===== config.mk =====
export PLATFORM = sky130hd
export DESIGN_NAME = audio_info_frame_builder
export DESIGN_NICKNAME = d
export VERILOG_FILES = /design/src/rtl/audio_info_frame_builder.sv
export SDC_FILE = /design/constraint.sdc
export NUM_CORES = 1
export LEC_CHECK = 0
export ABC_AREA = 1
export CAP_MARGIN = 20
export CORE_MARGIN = 8
export CORE_UTILIZATION = 45
export DETAILED_ROUTE_END_ITERATION = 16
export GPL_TIMING_DRIVEN = 0
export HOLD_SLACK_MARGIN = 0.12
export PLACE_DENSITY = 0.7
export RECOVER_POWER = 50
export REMOVE_ABC_BUFFERS = 1
export SLEW_MARGIN = 20
export SYNTH_ARGS = -nofsm -noshare
export SYNTH_HDL_FRONTEND = slang
export SYNTH_SLANG_ARGS = --single-unit

===== constraint.sdc =====
create_clock -name clk_pixel -period 5.6 [get_ports clk_pixel]
set_input_delay 1.12 -clock clk_pixel [delete_from_list [all_inputs] [get_ports clk_pixel]]
set_output_delay 1.12 -clock clk_pixel [all_outputs]
set_load 0.02 [all_outputs]

===== src/rtl/audio_info_frame_builder.sv =====
// rtl/audio_info_frame_builder.sv - InfoFrame builder with staged payload, sequential checksum and atomic swap
module audio_info_frame_builder #(
    parameter logic [6:0] TYPE    = 7'd4,
    parameter logic [7:0] VERSION = 8'd1,
    parameter logic [4:0] LENGTH  = 5'd10
) (
    input  logic             clk_pixel,
    input  logic             reset,
    input  logic             wr_en,
    input  logic [4:0]       wr_addr,
    input  logic [7:0]       wr_data,
    input  logic             commit,
    input  logic             swap,
    output logic             ready,
    output logic             pending,
    output logic             frame_valid,
    output logic [23:0]      header,
    output logic [3:0][55:0] sub
);

    localparam logic [23:0] HDR   = {3'b000, LENGTH, VERSION, 1'b1, TYPE};
    localparam logic [7:0]  H_SUM = HDR[7:0] + HDR[15:8] + HDR[23:16];

    typedef enum logic [1:0] {
        S_IDLE,
        S_SUM,
        S_PENDING
    } state_t;

    state_t      state_q, state_d;
    logic [7:0]  acc_q, acc_d;
    logic [4:0]  idx_q, idx_d;
    logic [7:0]  checksum_q, checksum_d;
    logic        valid_q, valid_d;
    logic [7:0]  staging_q [1:27];
    logic [7:0]  staging_d [1:27];
    logic [7:0]  image_q [0:27];
    logic [7:0]  image_d [0:27];

    logic        wr_accept;
    logic [7:0]  byte_sel;
    logic [7:0]  sum_next;

    assign wr_accept = wr_en && (state_q == S_IDLE) && (wr_addr != 5'd0) && (wr_addr <= LENGTH);

    always_comb begin
        byte_sel = 8'h00;
        for (int i = 1; i <= 27; i++) begin
            if (idx_q == 5'(i)) begin
                byte_sel = staging_q[i];
            end
        end
    end

    assign sum_next = acc_q + byte_sel;

    always_comb begin
        state_d    = state_q;
        acc_d      = acc_q;
        idx_d      = idx_q;
        checksum_d = checksum_q;
        valid_d    = valid_q;
        staging_d  = staging_q;
        image_d    = image_q;

        case (state_q)
            S_IDLE: begin
                // A write in the commit cycle lands before SUM starts reading.
                for (int i = 1; i <= 27; i++) begin
                    if (wr_accept && (wr_addr == 5'(i))) begin
                        staging_d[i] = wr_data;
                    end
                end
                if (commit) begin
                    acc_d   = H_SUM;
                    idx_d   = 5'd1;
                    state_d = S_SUM;
                end
            end
            S_SUM: begin
                acc_d = sum_next;
                idx_d = idx_q + 5'd1;
                if (idx_q == LENGTH) begin
                    checksum_d = 8'h00 - sum_next;
                    state_d    = S_PENDING;
                end
            end
            S_PENDING: begin
                if (swap) begin
                    image_d[0] = checksum_q;
                    for (int i = 1; i <= 27; i++) begin
                        image_d[i] = (5'(i) <= LENGTH) ? staging_q[i] : 8'h00;
                    end
                    valid_d = 1'b1;
                    state_d = S_IDLE;
                end
            end
            default: begin
                state_d = S_IDLE;
            end
        endcase
    end

    always_ff @(posedge clk_pixel) begin
        if (reset) begin
            state_q    <= S_IDLE;
            acc_q      <= 8'h00;
            idx_q      <= 5'd0;
            checksum_q <= 8'h00;
            valid_q    <= 1'b0;
            for (int i = 1; i <= 27; i++) begin
                staging_q[i] <= 8'h00;
            end
            for (int i = 0; i <= 27; i++) begin
                image_q[i] <= 8'h00;
            end
        end else begin
            state_q    <= state_d;
            acc_q      <= acc_d;
            idx_q      <= idx_d;
            checksum_q <= checksum_d;
            valid_q    <= valid_d;
            staging_q  <= staging_d;
            image_q    <= image_d;
        end
    end

    assign ready       = (state_q == S_IDLE);
    assign pending     = (state_q == S_PENDING);
    assign frame_valid = valid_q;
    assign header      = HDR;

    // Subpacket i carries PB(7i)..PB(7i+6), lowest byte index in the lowest bits.
    always_comb begin
        sub = '0;
        for (int i = 0; i < 4; i++) begin
            for (int j = 0; j < 7; j++) begin
                sub[i][8*j +: 8] = image_q[7*i + j];
            end
        end
    end

endmodule


-- Word level (Yosys, flattened, before mapping)
Cells that the tools add are included.
- register bits after elaboration: 328
- output and inout port bits: 251
- $add $sub $neg: 3
- $lt $le $gt $ge: 1
- equality and inequality tests: 59
- multiplexer cells: 35
- reductions and logical operators: 64
- operators with widths (cell ; count):
    $mux 8 ; 28
    $eq 5x5->1 const B ; 24
    $eq 5x4->1 const B ; 16
    $reduce_and 2->1 ; 30
    $eq 5x3->1 const B ; 8
    $logic_and 1x1->1 ; 30
    $eq 5x2->1 const B ; 4
    $pmux 8 s2 ; 1
    $eq 5x1->1 const B ; 2
    $pmux 5 s2 ; 1
    $add 8x8->8 ; 1
    $sub 1x8->8 const A ; 1
    $mux 2 ; 3
    $ne 2x2->1 const B ; 3
    $pmux 2 s3 ; 1
    $add 5x1->5 const B ; 1
    $le 5x4->1 const B ; 1
    $mux 5 ; 1
    $reduce_bool 5->1 ; 1
    $reduce_and 3->1 ; 1
    $eq 2x1->1 const B ; 1
    $eq 2x2->1 const B ; 1
    $logic_not 2->1 ; 1
    $reduce_bool 2->1 ; 1

-- Logic depth before layout (Yosys ltp)
Gate-level depths: netlist of run 1.
- depth in word-level cells: 30
- depth in mapped cells: 46
- mapped depth without buffers: 46

-- Least setup slack after synthesis of run 1
Ideal clock, no wire load.
- path kind: register -> register
- start point: register idx_q[0]
- end point: register checksum_q[7]
- setup time: 0.117 ns
- arrival: 4.344 ns
- data required time: 5.483 ns
- setup slack: 1.139 ns
- cell stages (with the launch flop): 43
- clock period less this slack: 4.461 ns
- cells stage by stage: dfxtp_1 -> inv_1 -> ha_1 -> inv_1 -> nor2_2 -> nand2_1 -> o21ai_0 -> nand2_1 -> o2111ai_1 -> o211ai_1 -> nand2_1 -> nand2_1 -> o2111ai_1 -> nand2_1 -> nand2_1 -> nand2_1 -> nand3b_1 -> nand2_1 -> [7 not listed] -> nand3_1 -> nand2_1 -> nand2_1 -> nand2_1 -> nand2_1 -> a21oi_1 -> ha_1 -> inv_1 -> fa_1 -> o31ai_1 -> a21oi_1 -> o21ai_0 -> xor2_1 -> nor2_1 -> nand3_1 -> nand2_1 -> nor2_1 -> nor2_1
- longest elaborated chain between the ends: 30
- elaborated cells between the ends (all ways): 57
- ends and longest elaborated chain (element ; RTL line ; RTL):
    start, declared ; 32 ; logic [4:0] idx_q, idx_d;
    start signal, assigned ; 120 ; idx_q <= idx_d;
    $eq 5x1->1 ; 49 ; if (idx_q == 5'(i)) begin
    $mux 8 (27 in series) ; 49 ;
    $add 8x8->8 ; 55 ; assign sum_next = acc_q + byte_sel;
    $sub 1x8->8 ; 84 ; checksum_d = 8'h00 - sum_next;
    end signal, assigned ; 121 ; checksum_q <= checksum_d;
    end, declared ; 33 ; logic [7:0] checksum_q, checksum_d;
Several ways; a longest one is shown, not always the timed one.
A chain may end at the register's enable or synchronous reset.

-- Final worst setup path of run 1
Same ends and word-level chain as after synthesis.

==> out/results.txt, run 1 <==
Status: complete, but fails checks
Failing checks: max-capacitance violations, max-slew violations
Fin nets: 2167
GP Congestion: 0.9017
Setup-violating endpoint count in the final report: 0
Sink Count: 328
H-tree depth: 2
Die Height: 197.6 um
Vias after detailed routing: 12345
Worst setup EP type: register
Initial antenna violation count: 0
Slowest cell on the critical path: fa_2
Vias in the first global route: 11169
Post-synth EDFFs: 0
Gr ovfl total: 0
Buf+Inv Stages, Crit Path: 4
TritonRoute pass-1 iters: 5
Req. time, crit path: 6.00 ns
Fillers: 3153
Pwr dens: 293.3 mW/mm^2
Gr usage total: 16.92%
Yosys warns: 0
Total wire length: 35110 um
Ant diodes: 0
Yosys cell types: 39
Final hold vios: 0
Vias per inst: 4.744
Async SR Flop Fraction: 0%
CP max FO: 8
Worst-Margin Slew: 3.517 ns
Synth area leader: dfxtp_1
Fraction of layout cells with a size suffix above 1: 5.463%
Post-synth top area share: 44.23%
Die width: 197.6 um
Clock transition at path regs: 0.06 ns
Worst EP arrival: 5.51 ns
DR WL/cell: 13.49 um
Non-Filler Instances: 2602
Starting density of the core: 45.63%
Relative slew slack: -134.5%
Crit path top cell by count: nand2_1
Area growth syn-to-layout: 14.14%
Synth Instances: 2082
Post-DP HPWL: 25170 um
Worst vdd rail ir drop: 0.1697 mV
Sequential element share of the synthesized area: 44.23%
Placed cells: 2536
Pins Over Slew Limit: 82
Syn avg cell area: 7.130 um^2
Tcrit/Tclk final: 91.28%
Synth area leaders: dfxtp_1 44%, nand2_1 8.7%, inv_1 8.3%
Drt initial violations: 885
First-pass GRT wire length: 56110 um
CTS tree: yes
Pleak: 6.490 nW
Largest net degree at the start of global routing: 98
Port bufs: 108
Total power: 4.969 mW
DRC violations left: 0
Delay-heaviest family, CP: simple AND/OR/NAND/NOR gates
Critical Path Max Stage Delay: 0.39 ns
Routed Antenna Nets: 0
Total core area: 0.03254 mm^2
IO Pins: 269
Cell Area, Synth: 0.01485 mm^2
Clock latency on the worst-skew pair: 0.51 ns
Crit path time final: 5.112 ns
FMAX: 195.6 MHz
Area of the die: 0.03906 mm^2
Site Rows: 66
Synthesis-stage register bit count: 328
Clk root buf: clkbuf_16
Clk buf depth: 3
Setup Crit Path Kind: reg -> reg
Worst Skew: 0.03318 ns
Num CTS Buffers: 35
Synth Flop Type: dfxtp_1
Setup crit start kind: register
Worst min path class: reg -> reg
Max-cap viol count: 1
-- synthesized netlist by cell type (4+ instances only) --
cell      count
buf_2         4
buf_4       162
nand2_1     346
xor2_1        7
a21oi_1     208
nor2_2        4
ha_1         13
o21ai_1       4
o21ai_0     168
nor3_1        4
nand4_1       8
nand2_2       5
clkbuf_1     87
inv_1       329
o21bai_1      5
buf_1         8
o211ai_1     12
nor2_1      174
inv_2         6
nand3_1     170
dfxtp_1     328
-- path summary, 6_finish.rpt --
path / slack [ns] / cells after the start / from / to
max: 0.49 / 41 / idx_q[0] / checksum_q[7]
min: 0.42 / 2 / staging_q[108] / staging_q[108]
max reg2reg: 0.49 / 41 / idx_q[0] / checksum_q[7]
min reg2reg: 0.42 / 2 / staging_q[108] / staging_q[108]
-- where the power goes --
| group | internal [mW] | switching (mW) |
|---|---|---|
| Clock | 1.38 | 0.925 |
| Sequential | 2.34 | 0.00894 |
| Combinational | 0.0609 | 0.247 |
| Total | 3.79 | 1.18 |
-- registers in the layout, indices dropped and copies added, names as in the netlist --
signal       count
state_q          2
frame_valid      1
staging_q      216
idx_q            5
acc_q            8
checksum_q       8
sub             88
-- per-stage QoR --
step | worst slack, ns | TNS, ns | instance area [um^2] | hold slack (ns) | util (%)
after floorplan | -0.6624 | -58.49 | 13830 | 0.3999 | -
after global placement | -8.214 | -1434.27 | 15470 | 0.4068 | 47.54
after detailed placement | 0.02500 | 0 | 15670 | 0.4088 | 48.15
after CTS | 0.003259 | 0 | 16820 | 0.4186 | 51.70
after global routing | -0.04367 | -0.04367 | 16950 | 0.4279 | 52.08
final | 0.4884 | 0 | 16950 | 0.4161 | 52.08
-- repair_timing --
item | CTS | global route
buffers inserted | 0 | 4
hold endpoints to repair | 0 | 0
setup endpoints to repair | 0 | 6
resized for setup | 0 | 30
hold buffers | 0 | 0
-- routing by layer --
layer	part of all wire [%]	up-vias	global-route usage, %
li1	-	6303	-
met1	44	5611	21.53
met2	47	369	29.01
met3	7.1	62	2.794
met4	2.4	0	5.171
met5	0	-	0
-- layout make-up --
cell class	count	area, um^2	share of cell area [%]
tap	442	553.0	3.264
sequential	328	6570	38.77
multi-input combinational	1312	6116	36.09
timing repair buffer	120	1272	7.509
inverter	338	1276	7.532
clock inverter	17	173.9	1.026
clock buffer	45	983.4	5.804
-- cell usage in the layout (no fill, tap or decap), drive strengths merged, types with 4 or more instances in the layout --
cell           count
nand2            353
inv              338
dfxtp            328
a21oi            208
nor2             181
o21ai            173
nand3            170
conb             160
clkdlybuf4s50    106
clkbuf            46
ha                13
clkinv            13
buf               13
o211ai            12
nand4              8
xor2               7
o21bai             5
nor3               4
-- kinds of logic after synthesis --
kind of cell	Yosys count	share of synthesized area, %
other	2	0.05059
buffers and inverters	600	19.37
AND/OR/NAND/NOR	721	20.34
flip-flops	328	44.23
adder cells (fa/ha/maj)	14	1.231
AO/OA/AOI/OAI	409	14.31
XOR/XNOR	8	0.4720
-- tightest hold or removal path: stages (launching register included) --
cell,delay (ns)
dfxtp_1,0.30
inv_1,0.05
nor2_1,0.03
Note: power is estimated with default switching activity, not from simulation.
==> run 2, diff against run 1 <==
--- a/config.mk
+++ b/config.mk
@@ -5,14 +5,14 @@
 export SDC_FILE = /design/constraint.sdc
 export NUM_CORES = 1
 export LEC_CHECK = 0
-export ABC_AREA = 1
 export CAP_MARGIN = 20
 export CORE_MARGIN = 8
-export CORE_UTILIZATION = 45
+export CORE_UTILIZATION = 53
+export CTS_CLUSTER_DIAMETER = 150
 export DETAILED_ROUTE_END_ITERATION = 16
 export GPL_TIMING_DRIVEN = 0
 export HOLD_SLACK_MARGIN = 0.12
-export PLACE_DENSITY = 0.7
+export PLACE_DENSITY = 0.81
 export RECOVER_POWER = 50
 export REMOVE_ABC_BUFFERS = 1
 export SLEW_MARGIN = 20
==> run 2 against run 1 <==
- hold slack improved by 0.021 ns
- critical path type unchanged
- sequential share of layout area up 0.84 points
- the run still ends with max-capacitance violations, max-slew violations left
- die area is 14% lower
==> out/results.txt, run 2 <==
Status: complete, but fails checks
Failing checks: max-capacitance violations, max-slew violations
Setup crit start kind: register
Sink Count: 328
Worst vdd rail ir drop: 0.2356 mV
Buf+Inv Stages, Crit Path: 1
Sequential element share of the synthesized area: 44.50%
Fraction of layout cells with a size suffix above 1: 4.561%
Commonest non-fill, non-tap cell in the layout: dfxtp_1
Final setup margin: 0.3346 ns
Placed cells: 2115
Largest net degree at the start of global routing: 139
Synth Instances: 1741
Worst EP arrival: 5.68 ns
Clk buf depth: 3
Pwr dens: 297.2 mW/mm^2
IO Pins: 269
Async SR Flop Fraction: 0%
DRC violations left: 0
Vias after detailed routing: 11945
Total core area: 0.02763 mm^2
Dpl ws: 0.1658 ns
FF-to-FF setup slack: 0.33 ns
TritonRoute pass-1 iters: 6
Reg2reg start: idx_q[0]
Reg with most FFs: staging_q
Area of the die: 0.03344 mm^2
Pins Over Slew Limit: 109
Largest register FFs: 216
Cell Area, Synth: 0.01476 mm^2
Setup-violating endpoint count in the final report: 0
Clock latency on the worst-skew pair: 0.51 ns
Synth Flop Type: dfxtp_1
GP Congestion: 0.8636
Critical path, cell by cell: ha_2, buf_12, nor2b_1, a221oi_1, or3_1, a311oi_1, o21ai_1, a41oi_1, nor4_1, nor3_1, ha_1, o21ai_0, o21bai_1, a2111oi_0, nor3_1, xor2_1, xnor2_1, xnor2_1, a211oi_1
Pleak: 6.541 nW
Synth area leaders: dfxtp_1 45%, buf_4 8.2%, nand2_1 6.4%
Slowest cell on the critical path: dfxtp_1
Drt initial violations: 988
Ant diodes: 0
Non-Filler Instances: 2176
Most frequent cells in the layout: 325 x dfxtp_1, 252 x nand2_1, 172 x nor2_1, 160 x conb_1, 152 x a21oi_1
Critical Path Max Stage Delay: 0.49 ns
Relative slew slack: -224.9%
Metal-1 WL: 15020 um
Req. time, crit path: 6.02 ns
Syn avg cell area: 8.475 um^2
Clk root buf: clkbuf_16
Post-DP HPWL: 25710 um
Worst min path class: reg -> reg
Worst reg2reg endpoint: checksum_q[7]
DR WL/cell: 17.51 um
Die width: 182.9 um
Yosys warns: 0
Most frequent cells after synthesis: 328 x dfxtp_1, 253 x nand2_1, 172 x nor2_1, 162 x buf_4, 152 x a21oi_1
Yosys cell types: 68
Metal3 WL: 3637 um
Initial antenna violation count: 0
Total power: 4.931 mW
Post-synth top area share: 44.50%
First-pass GRT wire length: 60000 um
Setup Crit Path Kind: reg -> reg
Gr ovfl total: 0
Vias per inst: 5.489
Delay-heaviest family, CP: compound AO/OA/AOI/OAI gates
Post-cts hold buffer count: 0
Port bufs: 108
Synth area leader: dfxtp_1
Worst setup EP type: register
Worst hold start: staging_q[71]
Starting density of the core: 53.41%
Max-cap viol count: 1
Met2 routed WL: 17930 um
R2R cell count: 19
CP max FO: 33
FMAX: 189.9 MHz
Crit path time final: 5.265 ns
RSZ-0062 raised after global routing: false
Die Height: 182.9 um
Top routing layer in use: met4
Site Rows: 61
Routed Antenna Nets: 0
Total negative slack: 0 ns
Worst-Margin Slew: 4.874 ns
Top-count cell post-synth: dfxtp_1
Vias in the first global route: 11533
Total wire length: 38100 um
Area growth syn-to-layout: 12.46%
Worst hold slack: 0.4369 ns
Tcrit/Tclk final: 94.03%
Synthesis-stage register bit count: 328
Gr usage total: 21.47%
Worst Skew: 0.02109 ns
CTS tree: yes
Clock transition at path regs: 0.06 ns
Final hold vios: 0
Num CTS Buffers: 34
Hold EP: staging_q[71]
Post-synth EDFFs: 0
Hold depth: 2
Fin nets: 1806
H-tree depth: 2
## run 2: changes by cell type after synthesis, moves of 86 or more
cell     delta
inv_1     -314
mux2i_1    +86
nand2_1    -93
nand3_1   -154
nor2b_1   +151
o21ai_0   -130
## run 2: cells by family (layout without fill, tap and decap cells)
family	after synthesis	count (layout)	share of synthesized area [%]
and+or+nand+nor	691	691	22.65
DFF	328	328	44.50
AOI/OAI and AO/OA	316	316	13.23
buffers and inverters	293	192	11.85
muxes	86	86	5.834
adders and majority gates	14	14	1.238
xor gates and xnor gates	11	11	0.6529
other	2	160	0.05090
## run 2: worst max path at each step
stage | slack, ns | endpoint | from | cells after the start
floorplan | 0.89 | checksum_q[7] | idx_q[0] | 17
global route | 0.03 | checksum_q[7] | idx_q[0] | 19
finish | 0.33 | checksum_q[7] | idx_q[0] | 19
global placement | -4.46 | acc_q[1] | reset | 2
detailed placement | 0.17 | checksum_q[7] | idx_q[0] | 19
CTS | 0.1 | checksum_q[7] | idx_q[0] | 19
## run 2: layout make-up
cell class	instances	area (um^2)
clock buffer	49	967.2
clock inverter	11	168.9
fill	2334	11040
inverter	15	56.30
multi-input combinational	1278	7098
sequential	328	6573
tap	378	473.0
timing repair buffer	117	1257
## run 2: per-stage QoR
step	instance area, um^2	util [%]
after CTS	16560	59.95
final	16590	60.06
after global routing	16590	60.06
after global placement	15210	55.05
after detailed placement	15430	55.84
after floorplan	13660	-
## run 2: power by group
group,switching (mW),internal [mW],total [mW]
logic,0.223,0.0602,0.283
registers,0.00902,2.34,2.35
clock network,0.910,1.39,2.30
total,1.14,3.79,4.93
## run 2: timing repair
item | 4_1_cts | 5_1_grt
resized for setup | 0 | 6
setup endpoints to repair | 0 | 4
buffers inserted | 0 | 1
## run 2: worst register-to-register path, cell delays in order, from the launching register on
cell	delay, ns
dfxtp_1	0.49
ha_2	0.37
buf_12	0.23
nor2b_1	0.42
a221oi_1	0.15
or3_1	0.41
a311oi_1	0.31
o21ai_1	0.18
a41oi_1	0.34
nor4_1	0.10
nor3_1	0.25
ha_1	0.31
o21ai_0	0.17
o21bai_1	0.11
a2111oi_0	0.45
nor3_1	0.14
xor2_1	0.27
xnor2_1	0.13
xnor2_1	0.13
a211oi_1	0.22
## run 2: metal layers
metal | global-route usage (%) | up-vias
li1 | - | 5642
met1 | 25.40 | 5596
met2 | 36.42 | 591
met3 | 5.520 | 116
met4 | 9.466 | 0
met5 | 0 | -
==> run 3, diff against run 2 <==
--- a/config.mk
+++ b/config.mk
@@ -10,7 +10,6 @@
 export CORE_UTILIZATION = 53
 export CTS_CLUSTER_DIAMETER = 150
 export DETAILED_ROUTE_END_ITERATION = 16
-export GPL_TIMING_DRIVEN = 0
 export HOLD_SLACK_MARGIN = 0.12
 export PLACE_DENSITY = 0.81
 export RECOVER_POWER = 50
==> run 3 against run 2 <==
- the run still ends with max-capacitance violations, max-slew violations left
- via count about the same
- largest power group unchanged
- critical path depth shrank 1
- sequential share of layout area increased by 0.094 points
- register-to-register slack improved by 0.16 ns
- die area unchanged
- global-route usage up 0.31 points
- sequential cell count stayed put
- hold slack improved by 0.010 ns
- clock skew down 0.0064 ns
- power down 0.57%
==> out/results.txt, run 3 (synthesis gave the netlist of run 2 again) <==
Area growth syn-to-layout: 12.08%
Largest net degree at the start of global routing: 180
Placed cells: 2131
Routed Antenna Nets: 0
Setup Buffers After CTS: 0
Failing checks: max-capacitance violations, max-slew violations
Commonest non-fill, non-tap cell in the layout: dfxtp_1
Site Rows: 61
Clk root buf: clkbuf_16
Die Height: 182.9 um
Worst-Margin Slew: 2.999 ns
Slowest cell on the critical path: dfxtp_1
Tcrit/Tclk final: 91.10%
Total wire length: 38300 um
Non-Filler Instances: 2191
Setup Crit Path Kind: reg -> reg
Clock transition at path regs: 0.06 ns
Worst Skew: 0.01470 ns
Crit path time final: 5.102 ns
Pins Over Slew Limit: 201
CP max FO: 26
Vias in the first global route: 11717
Worst vdd rail ir drop: 0.1822 mV
Relative slew slack: -99.95%
Fin nets: 1822
CTS tree: yes
Worst min path class: reg -> reg
FF-to-FF setup slack: 0.50 ns
Ant diodes: 0
Post-DP HPWL: 26900 um
Largest register FFs: 216
Vias after detailed routing: 11946
Total core area: 0.02763 mm^2
Reg2reg start: idx_q[2]
Clock latency on the worst-skew pair: 0.51 ns
Stages on worst setup path: 18
Die width: 182.9 um
Delay-heaviest family, CP: compound AO/OA/AOI/OAI gates
Post-route cell area: 0.01654 mm^2
Setup-violating endpoint count in the final report: 0
R2R cell count: 18
Status: complete, but fails checks
Cts repair resizes: 0
Critical path, cell by cell: buf_4, nand2b_1, nor2_1, or3_1, a311oi_1, o21ai_1, a41oi_1, nor4_1, nor3_1, ha_1, o21ai_0, o21bai_1, a2111oi_0, nor3_1, xor2_1, xnor2_1, xnor2_1, a211oi_1
Starting density of the core: 53.41%
Most frequent cells in the layout: 328 x dfxtp_1, 252 x nand2_1, 173 x nor2_1, 160 x conb_1, 152 x a21oi_1
Num CTS Buffers: 35
Crit path launch: idx_q[2]
Dpl cell area: 0.01541 mm^2
Vias per inst: 5.452
Port bufs: 108
GP Congestion: 0.9070
H-tree depth: 2
Reg with most FFs: staging_q
Buf+Inv Stages, Crit Path: 1
Worst EP arrival: 5.52 ns
DR WL/cell: 17.48 um
Area of the die: 0.03344 mm^2
Clk buf depth: 3
Worst setup EP type: register
FMAX: 196.0 MHz
Fillers: 2368
Critical Path Max Stage Delay: 0.90 ns
RSZ-0062 raised after global routing: false
DRC violations left: 0
Total negative slack: 0 ns
Final hold vios: 0
CP endpoint: checksum_q[7]
Post-cts hold buffer count: 0
Worst reg2reg endpoint: checksum_q[7]
Drt initial violations: 1004
IO Pins: 269
Fraction of layout cells with a size suffix above 1: 4.799%
First-pass GRT wire length: 60800 um
Gr ovfl total: 0
Req. time, crit path: 6.02 ns
Setup crit start kind: register
TritonRoute pass-1 iters: 6
Pwr dens: 296.5 mW/mm^2
Sink Count: 328
Finished Core Util: 59.86%
Gr usage total: 21.78%
Max-cap viol count: 2
Initial antenna violation count: 0
Pleak: 6.633 nW
[run 3: cell count changes in the layout (fill, tap and decap cells not counted), moves of 3 or more]
cell             previous run  this run
dfxtp_1                   325       328
buf_16                      4         0
buf_4                       1        23
dlygate4sd3_1               0        19
buf_12                      3         0
clkdlybuf4s50_1           107        88
ha_1                        8        11
[run 3: per-stage QoR]
stage	worst slack (ns)	hold slack [ns]	total power [mW]
3_3_place_gp	0.5879	0.4240	2.660
2_1_floorplan	0.8905	0.4125	2.574
6_report	0.4982	0.4470	4.903
4_1_cts	0.4252	0.4514	4.926
3_5_place_dp	0.4875	0.4429	2.664
5_1_grt	0.05868	0.4668	5.047
[run 3: report_power, final]
group | internal [mW] | switching [mW]
registers | 2.34 | 0.00924
logic | 0.0536 | 0.215
clock network | 1.37 | 0.916
total | 3.76 | 1.14
[run 3: layout make-up]
class | instances | area (um^2) | share of cell area, %
clock buffers | 51 | 1027 | 6.211
repair buffers | 132 | 1264 | 7.641
multi-input cells | 1278 | 7039 | 42.56
inverters | 15 | 56.30 | 0.3404
flip-flops and latches | 328 | 6566 | 39.70
well taps | 378 | 473.0 | 2.860
clock inverters | 9 | 112.6 | 0.6809
[run 3: layer usage]
| metal | global-route usage, % | vias up | part of all wire [%] |
|---|---|---|---|
| li1 | - | 5670 | - |
| met1 | 25.94 | 5674 | 40 |
| met2 | 37.62 | 509 | 48 |
| met3 | 5.006 | 93 | 8.8 |
| met4 | 8.653 | 0 | 3.2 |
| met5 | 0 | - | 0 |
[run 3: tightest hold or removal path: stages (launching register included)]
cell	delay, ns
dfxtp_1	0.31
nand2_1	0.05
a21oi_1	0.05
[run 3: worst min-delay path by stage]
stage / startpoint / cells after the start / endpoint
after detailed placement: staging_q[101] / 2 / staging_q[101]
final: checksum_q[3] / 2 / sub[3]
after global placement: staging_q[71] / 2 / staging_q[71]
after global routing: staging_q[71] / 2 / staging_q[71]
after floorplan: staging_q[101] / 2 / staging_q[101]
after CTS: staging_q[101] / 2 / staging_q[101]
